**config.mk**
```make
export PLATFORM = sky130hd
export DESIGN_NAME = pulse_sync_sched
export DESIGN_NICKNAME = d
export VERILOG_FILES = /design/src/rtl/pulse_sync_sched_pkg.sv /design/src/rtl/pulse_sync_sched_cnt.sv /design/src/rtl/pulse_sync_sched.sv
export SDC_FILE = /design/constraint.sdc
export NUM_CORES = 1
export LEC_CHECK = 0
export ABC_CLOCK_PERIOD_IN_PS = 2000
export BUFFER_PORTS_ARGS = -buffer_cell sky130_fd_sc_hd__buf_2
export CORE_ASPECT_RATIO = 1.2
export CORE_MARGIN = 3
export CORE_UTILIZATION = 52
export CTS_CLUSTER_DIAMETER = 120
export DETAILED_ROUTE_END_ITERATION = 10
export PLACE_DENSITY_LB_ADDON = 0.08
export SLEW_MARGIN = 40
export SYNTH_ARGS = -nofsm -noshare
export SYNTH_HDL_FRONTEND = slang
export SYNTH_HIERARCHICAL = 1
export SYNTH_SLANG_ARGS = --single-unit
```
**constraint.sdc**
```tcl
create_clock -name clk -period 2 [get_ports clk]
set_input_delay 0.1 -clock clk [delete_from_list [all_inputs] [get_ports clk]]
set_output_delay 0.1 -clock clk [all_outputs]
set_load 0.03 [all_outputs]
```
**src/rtl/pulse_sync_sched_pkg.sv**
```systemverilog
// Shared definitions for the pulse synchronizer scheduler: FSM encoding and
// the round-robin search used by the arbiter.
package pulse_sync_sched_pkg;

    typedef enum logic [1:0] {
        ST_IDLE  = 2'd0,
        ST_ISSUE = 2'd1,
        ST_GUARD = 2'd2
    } state_t;

    localparam int RR_MAXN = 16;
    localparam int RR_IDXW = 4;

    // First set bit of pend searching upward from last+1 with wrap at nreq.
    // Returns last when nothing is pending; callers gate on |pend.
    function automatic logic [RR_IDXW-1:0] rr_next(
        input logic [RR_MAXN-1:0] pend,
        input int                 nreq,
        input logic [RR_IDXW-1:0] last
    );
        logic [RR_IDXW-1:0] idx;
        logic               found;
        rr_next = last;
        found   = 1'b0;
        for (int k = 1; k <= RR_MAXN; k++) begin
            idx = RR_IDXW'((int'(last) + k) % nreq);
            if ((k <= nreq) && !found && pend[idx]) begin
                rr_next = idx;
                found   = 1'b1;
            end
        end
    endfunction

endpackage

```
**src/rtl/pulse_sync_sched_cnt.sv**
```systemverilog
// One requester's pending-pulse counter: saturating up/down with a sticky
// overflow flag that records events lost while saturated.
module pulse_pend_cnt #(
    parameter int CNTW = 3
) (
    input  logic            clk,
    input  logic            rstn,
    input  logic            inc,
    input  logic            dec,
    input  logic            clr_ovf,
    output logic [CNTW-1:0] cnt,
    output logic            ovf
);
    logic sat;
    logic ovf_set;

    always_comb begin
        sat     = &cnt;
        ovf_set = inc && !dec && sat;
    end

    // Simultaneous inc and dec cancel, even at saturation, so no event is lost.
    always_ff @(posedge clk) begin
        if (!rstn) begin
            cnt <= '0;
            ovf <= 1'b0;
        end else begin
            case ({inc, dec})
                2'b10:   if (!sat) cnt <= cnt + 1'b1;
                2'b01:   cnt <= cnt - 1'b1;
                default: cnt <= cnt;
            endcase
            ovf <= ovf_set || (ovf && !clr_ovf);
        end
    end

endmodule

```
**src/rtl/pulse_sync_sched.sv**
```systemverilog
// Shares one cross-domain pulse synchronizer among NREQ requesters: counts
// pending events, grants round-robin, and spaces pulses by a guard gap.
module pulse_sync_sched
    import pulse_sync_sched_pkg::*;
#(
    parameter int NREQ = 4,
    parameter int IDW  = 2,
    parameter int CNTW = 3,
    parameter int GAP  = 6
) (
    input  logic            clk,
    input  logic            rstn,
    input  logic [NREQ-1:0] req_pulse,
    input  logic            enable,
    input  logic            clr_ovf,
    output logic            pulse_out,
    output logic [IDW-1:0]  pulse_id,
    output logic            busy,
    output logic [NREQ-1:0] pending,
    output logic [NREQ-1:0] ovf
);
    localparam int GW = 4;

    state_t               state;
    logic [IDW-1:0]       last;
    logic [GW-1:0]        gap_cnt;
    logic [CNTW-1:0]      cnt [NREQ];
    logic [NREQ-1:0]      dec;
    logic [RR_MAXN-1:0]   pend_ext;
    logic [RR_IDXW-1:0]   grant_w;
    logic [IDW-1:0]       grant;

    for (genvar i = 0; i < NREQ; i++) begin : g_cnt
        assign dec[i]     = (state == ST_ISSUE) && (pulse_id == IDW'(i));
        assign pending[i] = |cnt[i];

        pulse_pend_cnt #(.CNTW(CNTW)) u_cnt (
            .clk     (clk),
            .rstn    (rstn),
            .inc     (req_pulse[i]),
            .dec     (dec[i]),
            .clr_ovf (clr_ovf),
            .cnt     (cnt[i]),
            .ovf     (ovf[i])
        );
    end

    always_comb begin
        pend_ext                = '0;
        pend_ext[NREQ-1:0]      = pending;
        grant_w                 = rr_next(pend_ext, NREQ, RR_IDXW'(last));
        grant                   = IDW'(grant_w);
    end

    // pulse_out decodes the state register directly, so it is glitch-free.
    assign pulse_out = (state == ST_ISSUE);
    assign busy      = (state != ST_IDLE);

    always_ff @(posedge clk) begin
        if (!rstn) begin
            state    <= ST_IDLE;
            pulse_id <= '0;
            last     <= IDW'(NREQ - 1);
            gap_cnt  <= '0;
        end else begin
            case (state)
                ST_IDLE: begin
                    if (enable && (|pending)) begin
                        pulse_id <= grant;
                        last     <= grant;
                        state    <= ST_ISSUE;
                    end
                end
                ST_ISSUE: begin
                    gap_cnt <= GW'(GAP - 1);
                    state   <= ST_GUARD;
                end
                ST_GUARD: begin
                    if (gap_cnt == '0) state <= ST_IDLE;
                    else               gap_cnt <= gap_cnt - 1'b1;
                end
                default: state <= ST_IDLE;
            endcase
        end
    end

endmodule

```
Word-level counts from Yosys, hierarchy flattened
Cells that the tools add are included.
{"block": "word_totals", "reg_bits": 26, "out_inout_bits": 12, "word_cells": 142}
{"block": "classes", "n_addsub": 13, "order_cmp": 4, "eq_ne": 20, "n_mux": 28, "bitwise": 4, "reduce_logical": 61}
{"operator": "$pmux 3 s2", "count": 4}
{"operator": "$logic_and 1x1->1", "count": 20}
{"operator": "$lt 4x5->1 const B", "count": 4}
{"operator": "$eq 2x2->1 const B", "count": 7}
{"operator": "$ne 2x2->1 const B", "count": 7}
{"operator": "$reduce_and 2->1", "count": 7}
{"operator": "$add 3x1->3 const B", "count": 4}
{"operator": "$bmux 1 s3", "count": 4}
{"operator": "$eq 2x1->1 const B", "count": 6}
{"operator": "$mux 2", "count": 6}
{"operator": "$mux 3", "count": 4}
{"operator": "$reduce_and 3->1", "count": 4}
{"operator": "$reduce_bool 2->1", "count": 6}
{"operator": "$reduce_or 12->1", "count": 1}
{"operator": "$reduce_or 3->1", "count": 4}
{"operator": "$sub 3x1->3 const B", "count": 4}
{"operator": "$logic_not 1->1", "count": 8}
{"operator": "$pmux 4 s2", "count": 1}
{"operator": "$reduce_or 2->1", "count": 4}
{"operator": "$mux 1", "count": 7}
{"operator": "$pmux 2 s3", "count": 1}
{"operator": "$add 2x1->2 const B", "count": 2}
{"operator": "$add 2x2->2 const B", "count": 2}
{"operator": "$and 1x1->1 const A", "count": 4}
{"operator": "5 further kinds", "count": 9}

Depth between registers and ports, before layout
Gate-level depths: netlist (run 1).
{"block": "logic_depth", "ltp_word": 15, "ltp_mapped": 9, "ltp_nobuf": 9}

Modules after synthesis
The synthesis (run 1) kept the hierarchy.
{"mod": "pulse_pend_cnt at g_cnt[1].u_cnt ...", "n_inst": 3, "cells_per_inst": 27, "area_each_um2": 236.5, "seq_area_each_um2": 80.1}
{"mod": "pulse_sync_sched", "n_inst": 1, "cells_per_inst": 83, "area_each_um2": 708.2, "seq_area_each_um2": 200.2}
{"mod": "pulse_pend_cnt at g_cnt[0].u_cnt", "n_inst": 1, "cells_per_inst": 25, "area_each_um2": 221.5, "seq_area_each_um2": 80.1}

Least setup slack after synthesis (run 1)
OpenSTA, ideal clock, no wires.
{"block": "synth_path", "kind": "flip-flop to flip-flop", "from": "register state[1]", "to": "register g_cnt[2].u_cnt.cnt[2]", "t_arrival_ns": 2.166, "setup_slack_ns": -0.258, "path_stages_with_launch": 9, "synth_period_minus_slack_ns": 2.258, "cell_sequence": "dfxtp_1 -> nand2b_1 -> inv_1 -> nand2_1 -> nor2_1 -> or2b_2 -> fa_1 -> o22a_1 -> o32ai_1"}
{"block": "synth_between", "elab_chain_len": 5, "elab_cells_between_ends": 8}
{"element": "from (decl)", "line": "pulse_sync_sched.sv:24", "text": "state_t state;"}
{"element": "from (signal assigned)", "line": "pulse_sync_sched.sv:61", "text": "state <= ST_IDLE;"}
{"element": "from (signal assigned)", "line": "pulse_sync_sched.sv:71", "text": "state <= ST_ISSUE;"}
{"element": "from (signal assigned)", "line": "pulse_sync_sched.sv:76", "text": "state <= ST_GUARD;"}
{"element": "$eq 2x1->1 (*)"}
{"element": "via pulse_out", "line": "pulse_sync_sched.sv:16", "text": "output logic pulse_out,"}
{"element": "$logic_and 1x1->1 (*)", "line": "pulse_sync_sched.sv:34", "text": "assign dec[i] = (state == ST_ISSUE) && (pulse_id == IDW'(i));"}
{"element": "via dec[2]", "line": "pulse_sync_sched.sv:28", "text": "logic [NREQ-1:0] dec;"}
{"element": "$eq 2x2->1 or $eq 2x1->1 (tied branches)", "line": "pulse_sync_sched_cnt.sv:28", "text": "case ({inc, dec})"}
{"element": "$ne 2x2->1 (no line) or $reduce_bool 2->1 (tied branches)"}
{"element": "$reduce_and 2->1 (no line)"}
{"element": "to (signal assigned)", "line": "pulse_sync_sched_cnt.sv:29", "text": "2'b10: if (!sat) cnt <= cnt + 1'b1;"}
{"element": "to (signal assigned)", "line": "pulse_sync_sched_cnt.sv:30", "text": "2'b01: cnt <= cnt - 1'b1;"}
{"element": "to (signal assigned)", "line": "pulse_sync_sched_cnt.sv:31", "text": "default: cnt <= cnt;"}
{"element": "to (decl)", "line": "pulse_sync_sched_cnt.sv:11", "text": "output logic [CNTW-1:0] cnt,"}
The timed path passes the listed nets; every way through them passes the cells marked *.
A chain may end at the register's enable or synchronous reset.

Worst setup path in the final report (run 1)
{"block": "layout_path", "from": "register state[1]", "to": "register g_cnt[2].u_cnt.cnt[2]"}
{"block": "layout_between", "elab_chain_len": 5, "elab_cells_between_ends": 8}
{"element": "$eq 2x1->1 (*)", "line": "pulse_sync_sched.sv:34"}
{"element": "$logic_and 1x1->1 (*)", "line": "pulse_sync_sched.sv:34"}
{"element": "via dec[2]", "line": "pulse_sync_sched.sv:28"}
{"element": "$eq 2x2->1 or $eq 2x1->1 (tied branches)", "line": "pulse_sync_sched_cnt.sv:28"}
{"element": "$ne 2x2->1 (no line) or $reduce_bool 2->1 (tied branches)"}
{"element": "$reduce_and 2->1 (no line)"}
Marks and branches as above.

==> impl_results.md, run 1 <==
- Multi-input gate area: 1090 µm²
- First-pass GRT wire length: 6.48 mm
- P_leak: 0.000756 µW
- Global route overflow: 0
- Clock transition at the registers of the reported paths: 0.14 ns
- Crit path cell chain: nand2b_4 > inv_6 > nand2_1 > nor2_2 > or2b_4 > fa_2 > o22a_1 > o32ai_2
- Area grow syn2layout: 17.6%
- Synth area leader: dfxtp_1
- Std-Cell Rows: 21
- Crit Reg-Reg Startpoint: state[1]
- Crit path launch type: register
- Pwr Total: 1440 µW
- Status: completed
- Bufs on Longest Clock Path: 2
- Total vias in the final route: 1468
- Initial antenna violation count: 0
- Mapped Area: 1640 µm²
- Layout cells sized above 1: 34.1%
- Final hold violation count: 0
- CTS buffer count: 3
- Most common cell in the netlist: dfxtp_1
- CTS tree: built
- Power Dens Cells: 749 nW/µm²
- DRC violations left: 0
- Placed cell area: 1840 µm²
- # setup viols final: 0
- Filler cells: 256
- Final instance area: 1930 µm²
- Hold WC Path Type: primary input to register
- Postcts setup bufs: 0
- Post-synth EDFFs: 0
- Hold EP: g_cnt[1].u_cnt/ovf
- Max Slew Vio Count: 0
- Largest net degree at the start of global routing: 23
- Die X: 57.3 µm
- Post-synth net total: 202
- Critical Path AT: 2.15 ns
- Yosys warns: 6
- Seq/Total Area, Yosys: 31.8%
- H-Tree Level Count: 1
- Fmax: 522 MHz
- FFs w/ async S/R, synth: 0%
- Slowest cell on the critical path: dfxtp_2
- Storage cell area: 526 µm²
- Synth top cells by count: 26 x dfxtp_1, 19 x inv_1, 16 x o21ai_0
- Clock root cell: clkbuf_4
- Worst Max-Slew Pin Slew: 0.424 ns
- Max-Cap Viols: 0
- Ports: 20
- Final ANT Viol Nets: 0
- VDD IR max: 0.554 mV
- Drt wl/cell: 14.3 µm
- CTS sink cnt: 26
- Fin crit share: 95.8%
- CP peak stage delay: 0.35 ns
- Top_reg_cell synth: dfxtp_1
- Critical path data required time: 2.24 ns
- Synthesized flop and latch total: 26
- Clock Skews: 0.00596 ns
- Starting Density: 56.7%
- Min-Delay Path Depth: 3
- R2R Path End: g_cnt[2].u_cnt/cnt[2]
- Clock insertion delay at the later pin of the skew report: 0.32 ns
- HPWL Detailed: 2.74 mm
- Routed WL: 3.59 mm
- Post-layout util: 66.7%
- Synth top area cells: dfxtp_1 32%, fa_1 4.9%, o21ai_0 4.9%
- Die height: 67.5 µm
- Total track usage: 21.1%
- Final-stage net count: 231
- Reg2Reg Setup Slack: 0.08 ns
- PortBufs: 19
- 1st-pass router iterations: 4
- Reg2Reg Depth: 8
- Rel. slew slack: 71.7%
- Synthesized instance count: 189
- Nature of the critical path endpoint: register
- Cell variety after synth: 42
- Gpl congestion: 0.856
- Vias in the first global route: 1494
- Average size of a mapped cell: 8.67 µm²
- Top cell type's share of synthesized area: 31.8%
- Minimum clock period: 1.92 ns
- ANT cells: 0
- Critical path class: register to register
- Worst-path fanout max: 5
- DIE AREA: 3860 µm²
- Drt via density: 5.85
- Core area: 2890 µm²
- Critical hold path startpoint: req_pulse[1]
- Initial DRC Count: 73
==> critical path: cells and delay by family, from the launching register on <==
family,cells,cell delay [ns]
and+or+nand+nor,4,0.63
AOI/OAI and AO/OA,2,0.43
DFF,1,0.35
adders and majority gates,1,0.35
buffers and inverters,1,0.07
==> how the worst max path moves through the flow <==
| stage | from | to | slack (ns) | cells past startpoint |
|---|---|---|---|---|
| finish | state[1] | g_cnt[2].u_cnt/cnt[2] | 0.08 | 8 |
| global route | state[1] | g_cnt[1].u_cnt/cnt[2] | -0.003 | 6 |
| CTS | state[1] | g_cnt[3].u_cnt/cnt[2] | 0.001 | 7 |
| detailed placement | state[1] | g_cnt[2].u_cnt/cnt[2] | 0.03 | 8 |
| global placement | state[1] | g_cnt[0].u_cnt/cnt[2] | 0.05 | 6 |
| floorplan | state[1] | g_cnt[2].u_cnt/cnt[2] | -0.04 | 8 |
==> logic make-up after synthesis <==
logic type	share of synthesized area (%)
XOR/XNOR	2.14
flip-flops	31.8
adder cells (fa/ha/maj)	5.65
buffers and inverters	5.57
AND/OR/NAND/NOR	31.4
AO/OA/AOI/OAI	23.5
==> stage by stage <==
| stage | std cells | setup WS [ns] | TNS (ns) | hold slack, ns |
|---|---|---|---|---|
| 2_1_floorplan | 189 | -0.0400 | -0.0676 | 0.159 |
| 3_3_place_gp | 247 | 0.0482 | 0 | 0.430 |
| 3_5_place_dp | 247 | 0.0257 | 0 | 0.433 |
| 4_1_cts | 251 | 0.00128 | 0 | 0.0725 |
| 5_1_grt | 251 | -0.00256 | -0.00256 | 0.0780 |
| 6_report | 251 | 0.0836 | 0 | 0.0907 |
==> layer usage <==
metal  part of all wire (%)  global-route usage, %  wire length, µm
met3                    4.1                   2.68              146
met4                   0.78                   5.51               28
met1                     40                   23.7             1430
met5                      0                      0                0
met2                     55                   41.4             1980
==> cell type report <==
cell class | count | share of cell area (%)
inverters | 23 | 4.74
repair buffers | 25 | 7.27
clock buffers | 4 | 1.88
flip-flops and latches | 26 | 27.3
well taps | 34 | 2.21
multi-input cells | 139 | 56.6
==> report_power, final <==
part | internal [µW] | leakage, µW | switching [µW]
combinational | 207 | 0.000521 | 303
sequential | 574 | 0.000214 | 92.1
clock | 111 | 0.0000210 | 156
total | 892 | 0.000756 | 551
==> flip-flops by register name, indices dropped and copies added, names as in the netlist <==
register	flops
g_cnt.u_cnt/cnt	12
state	2
last	2
g_cnt.u_cnt/ovf	4
pulse_id	2
gap_cnt	4
==> repair_timing <==
action                                  CTS  global route
resized for setup                         2            11
endpoints found under the setup margin    2             4
hold buffers                              0             0
pin swaps                                 0             3
==> cells in the final DEF (no fill, tap or decap), types with 7 or more instances in the layout <==
cell type,count
nand2_1,8
a21oi_1,12
o211ai_1,8
dfxtp_1,22
nand2b_1,7
inv_1,18
o21ai_0,16
buf_2,19
Note: power is estimated with default switching activity, not from simulation.
==> inputs of run 2 (changes only) <==
--- a/config.mk
+++ b/config.mk
@@ -6,12 +6,12 @@
 export NUM_CORES = 1
 export LEC_CHECK = 0
 export ABC_CLOCK_PERIOD_IN_PS = 2000
-export BUFFER_PORTS_ARGS = -buffer_cell sky130_fd_sc_hd__buf_2
 export CORE_ASPECT_RATIO = 1.2
 export CORE_MARGIN = 3
-export CORE_UTILIZATION = 52
+export CORE_UTILIZATION = 56
 export CTS_CLUSTER_DIAMETER = 120
 export DETAILED_ROUTE_END_ITERATION = 10
+export DONT_BUFFER_PORTS = 1
 export PLACE_DENSITY_LB_ADDON = 0.08
 export SLEW_MARGIN = 40
 export SYNTH_ARGS = -nofsm -noshare
==> run 2 against run 1 <==
Register-to-register slack better by 0.02 ns. Sequential share of layout area rose by 0.27 points. Critical path depth fell by 2. Routed wire length grew 2.4%. Non-clock buffer count fell by 10. Fmax is 0.86% higher.
==> impl_results.md, run 2 (same netlist as run 1, synthesis figures left out) <==
- CTS sink cnt: 26
- Hold WC Path Type: primary input to register
- Vias in the first global route: 1459
- Clock transition at the registers of the reported paths: 0.14 ns
- Multi-input gate area: 1090 µm²
- DIE AREA: 3610 µm²
- Final hold violation count: 0
- Clock Skews: 0.00621 ns
- # setup viols final: 0
- M2 GR Usage: 39.5%
- Non-Filler Instances: 240
- PortBufs: 0
- Slowest cell on the critical path: fa_2
- 1st-pass router iterations: 4
- Worst Max-Slew Pin Slew: 0.412 ns
- Placed cell area: 1770 µm²
- Largest net degree at the start of global routing: 23
- Power Dens Cells: 753 nW/µm²
- Crit path cell chain: nand2b_4 > nor3b_2 > or2b_4 > fa_2 > o22a_1 > o32ai_1
- HPWL Detailed: 2.69 mm
- Initial antenna violation count: 0
- Commonest non-fill, non-tap cells in the layout: 22 x dfxtp_1, 18 x inv_1, 16 x o21ai_0, 12 x a21oi_1, 9 x buf_4
- H-Tree Level Count: 1
- Met3 usage: 3.93%
- Total track usage: 21.4%
- Fin crit share: 95.0%
- Critical path class: register to register
- Nature of the critical path endpoint: register
- Filler cells: 217
- Total vias in the final route: 1492
- ANT cells: 0
- Final setup margin: 0.0999 ns
- Global-route track usage on met1: 24.2%
- Storage cell area: 526 µm²
- Starting Density: 61.8%
- CTS buffer count: 3
- Crit path launch type: register
- Clock insertion delay at the later pin of the skew report: 0.32 ns
- CP peak stage delay: 0.36 ns
- Initial DRC Count: 70
- Minimum clock period: 1.90 ns
- Max reg flops: 12
- Fmax: 526 MHz
- Max Slew Vio Count: 0
- Status: completed
- Max-Cap Viols: 0
- Final ANT Viol Nets: 0
- Top flop regs: g_cnt.u_cnt/cnt x12, g_cnt.u_cnt/ovf x4, gap_cnt x4
- GRT busiest layer: met2
- Final instance area: 1910 µm²
- Die X: 55.4 µm
- Critical Path AT: 2.13 ns
- Drt via density: 6.22
- Die height: 65.3 µm
- Cells after DPL: 230
- First-pass GRT wire length: 6.28 mm
- Gpl congestion: 0.883
- DRC violations left: 0
- Clock root cell: clkbuf_4
- CTS tree: built
- Layout cells sized above 1: 28.5%
- Drt wl/cell: 15.3 µm
- Std-Cell Rows: 20
- Ports: 20
- DP Worst Slack: 0.00332 ns
- Global route overflow: 0
- Critical path data required time: 2.23 ns
- Reg with most FFs: g_cnt.u_cnt/cnt
- Rel. slew slack: 72.5%
- Bufs on Longest Clock Path: 2
- Worst-path fanout max: 5
- P_leak: 0.000709 µW
- VDD IR max: 0.522 mV
- Commonest non-fill, non-tap cell in the layout: dfxtp_1
- Core area: 2650 µm²
- Final-stage net count: 221
- Routed WL: 3.67 mm
- Area grow syn2layout: 16.4%
## run 2: timing repair
action	CTS	global route
cloned	0	0
hold buffers	6	0
resized for setup	4	9
buffers inserted	0	0
endpoints found under the setup margin	3	4
endpoints found under the hold margin	26	0
pin swaps	0	1
## run 2: worst paths after layout
check               start                    end  slack (ns)  depth (start not counted)
min          req_pulse[0]  g_cnt[0].u_cnt/cnt[2]       0.009                          2
min reg2reg    gap_cnt[0]             gap_cnt[0]        0.54                          2
max              state[1]  g_cnt[1].u_cnt/cnt[2]         0.1                          6
max reg2reg      state[1]  g_cnt[1].u_cnt/cnt[2]         0.1                          6
## run 2: report_power, final
group          switching, µW  internal [µW]
registers               90.0            574
clock network            154            111
logic                    299            209
## run 2: worst max-delay path, delay by kind of cell, from the launching register on
kind            cells  cell delay [ns]
fa+ha+maj           1             0.36
simple gates        3             0.66
flops               1             0.34
compound gates      2             0.44
## run 2: metrics by stage
step | setup TNS (ns) | power (µW) | hold WS [ns] | utilization [%]
final | 0 | 1440 | 0.00911 | 71.9
after global routing | -0.0142 | 1530 | 0.00618 | 71.9
after CTS | 0 | 1430 | 0.00419 | 70.7
after detailed placement | 0 | 1150 | 0.171 | 66.7
after global placement | 0 | 1130 | 0.163 | 66.7
after floorplan | -0.0676 | 1030 | 0.159 | -
## run 2: area by class of cell
cell class                 instances  share of cell area, %
clock buffer                       4                   1.90
tap                               33                   2.16
sequential                        26                   27.5
multi-input combinational        139                   57.2
timing repair buffer              15                   6.43
inverter                          23                   4.79
## run 2: layer usage
layer / share of wire [%] / routed length (µm) / up-vias
met5: 0 / 0 / -
met3: 4.0 / 148 / 7
met1: 42 / 1560 / 728
li1: - / - / 722
met2: 53 / 1930 / 35
met4: 1.0 / 38 / 0
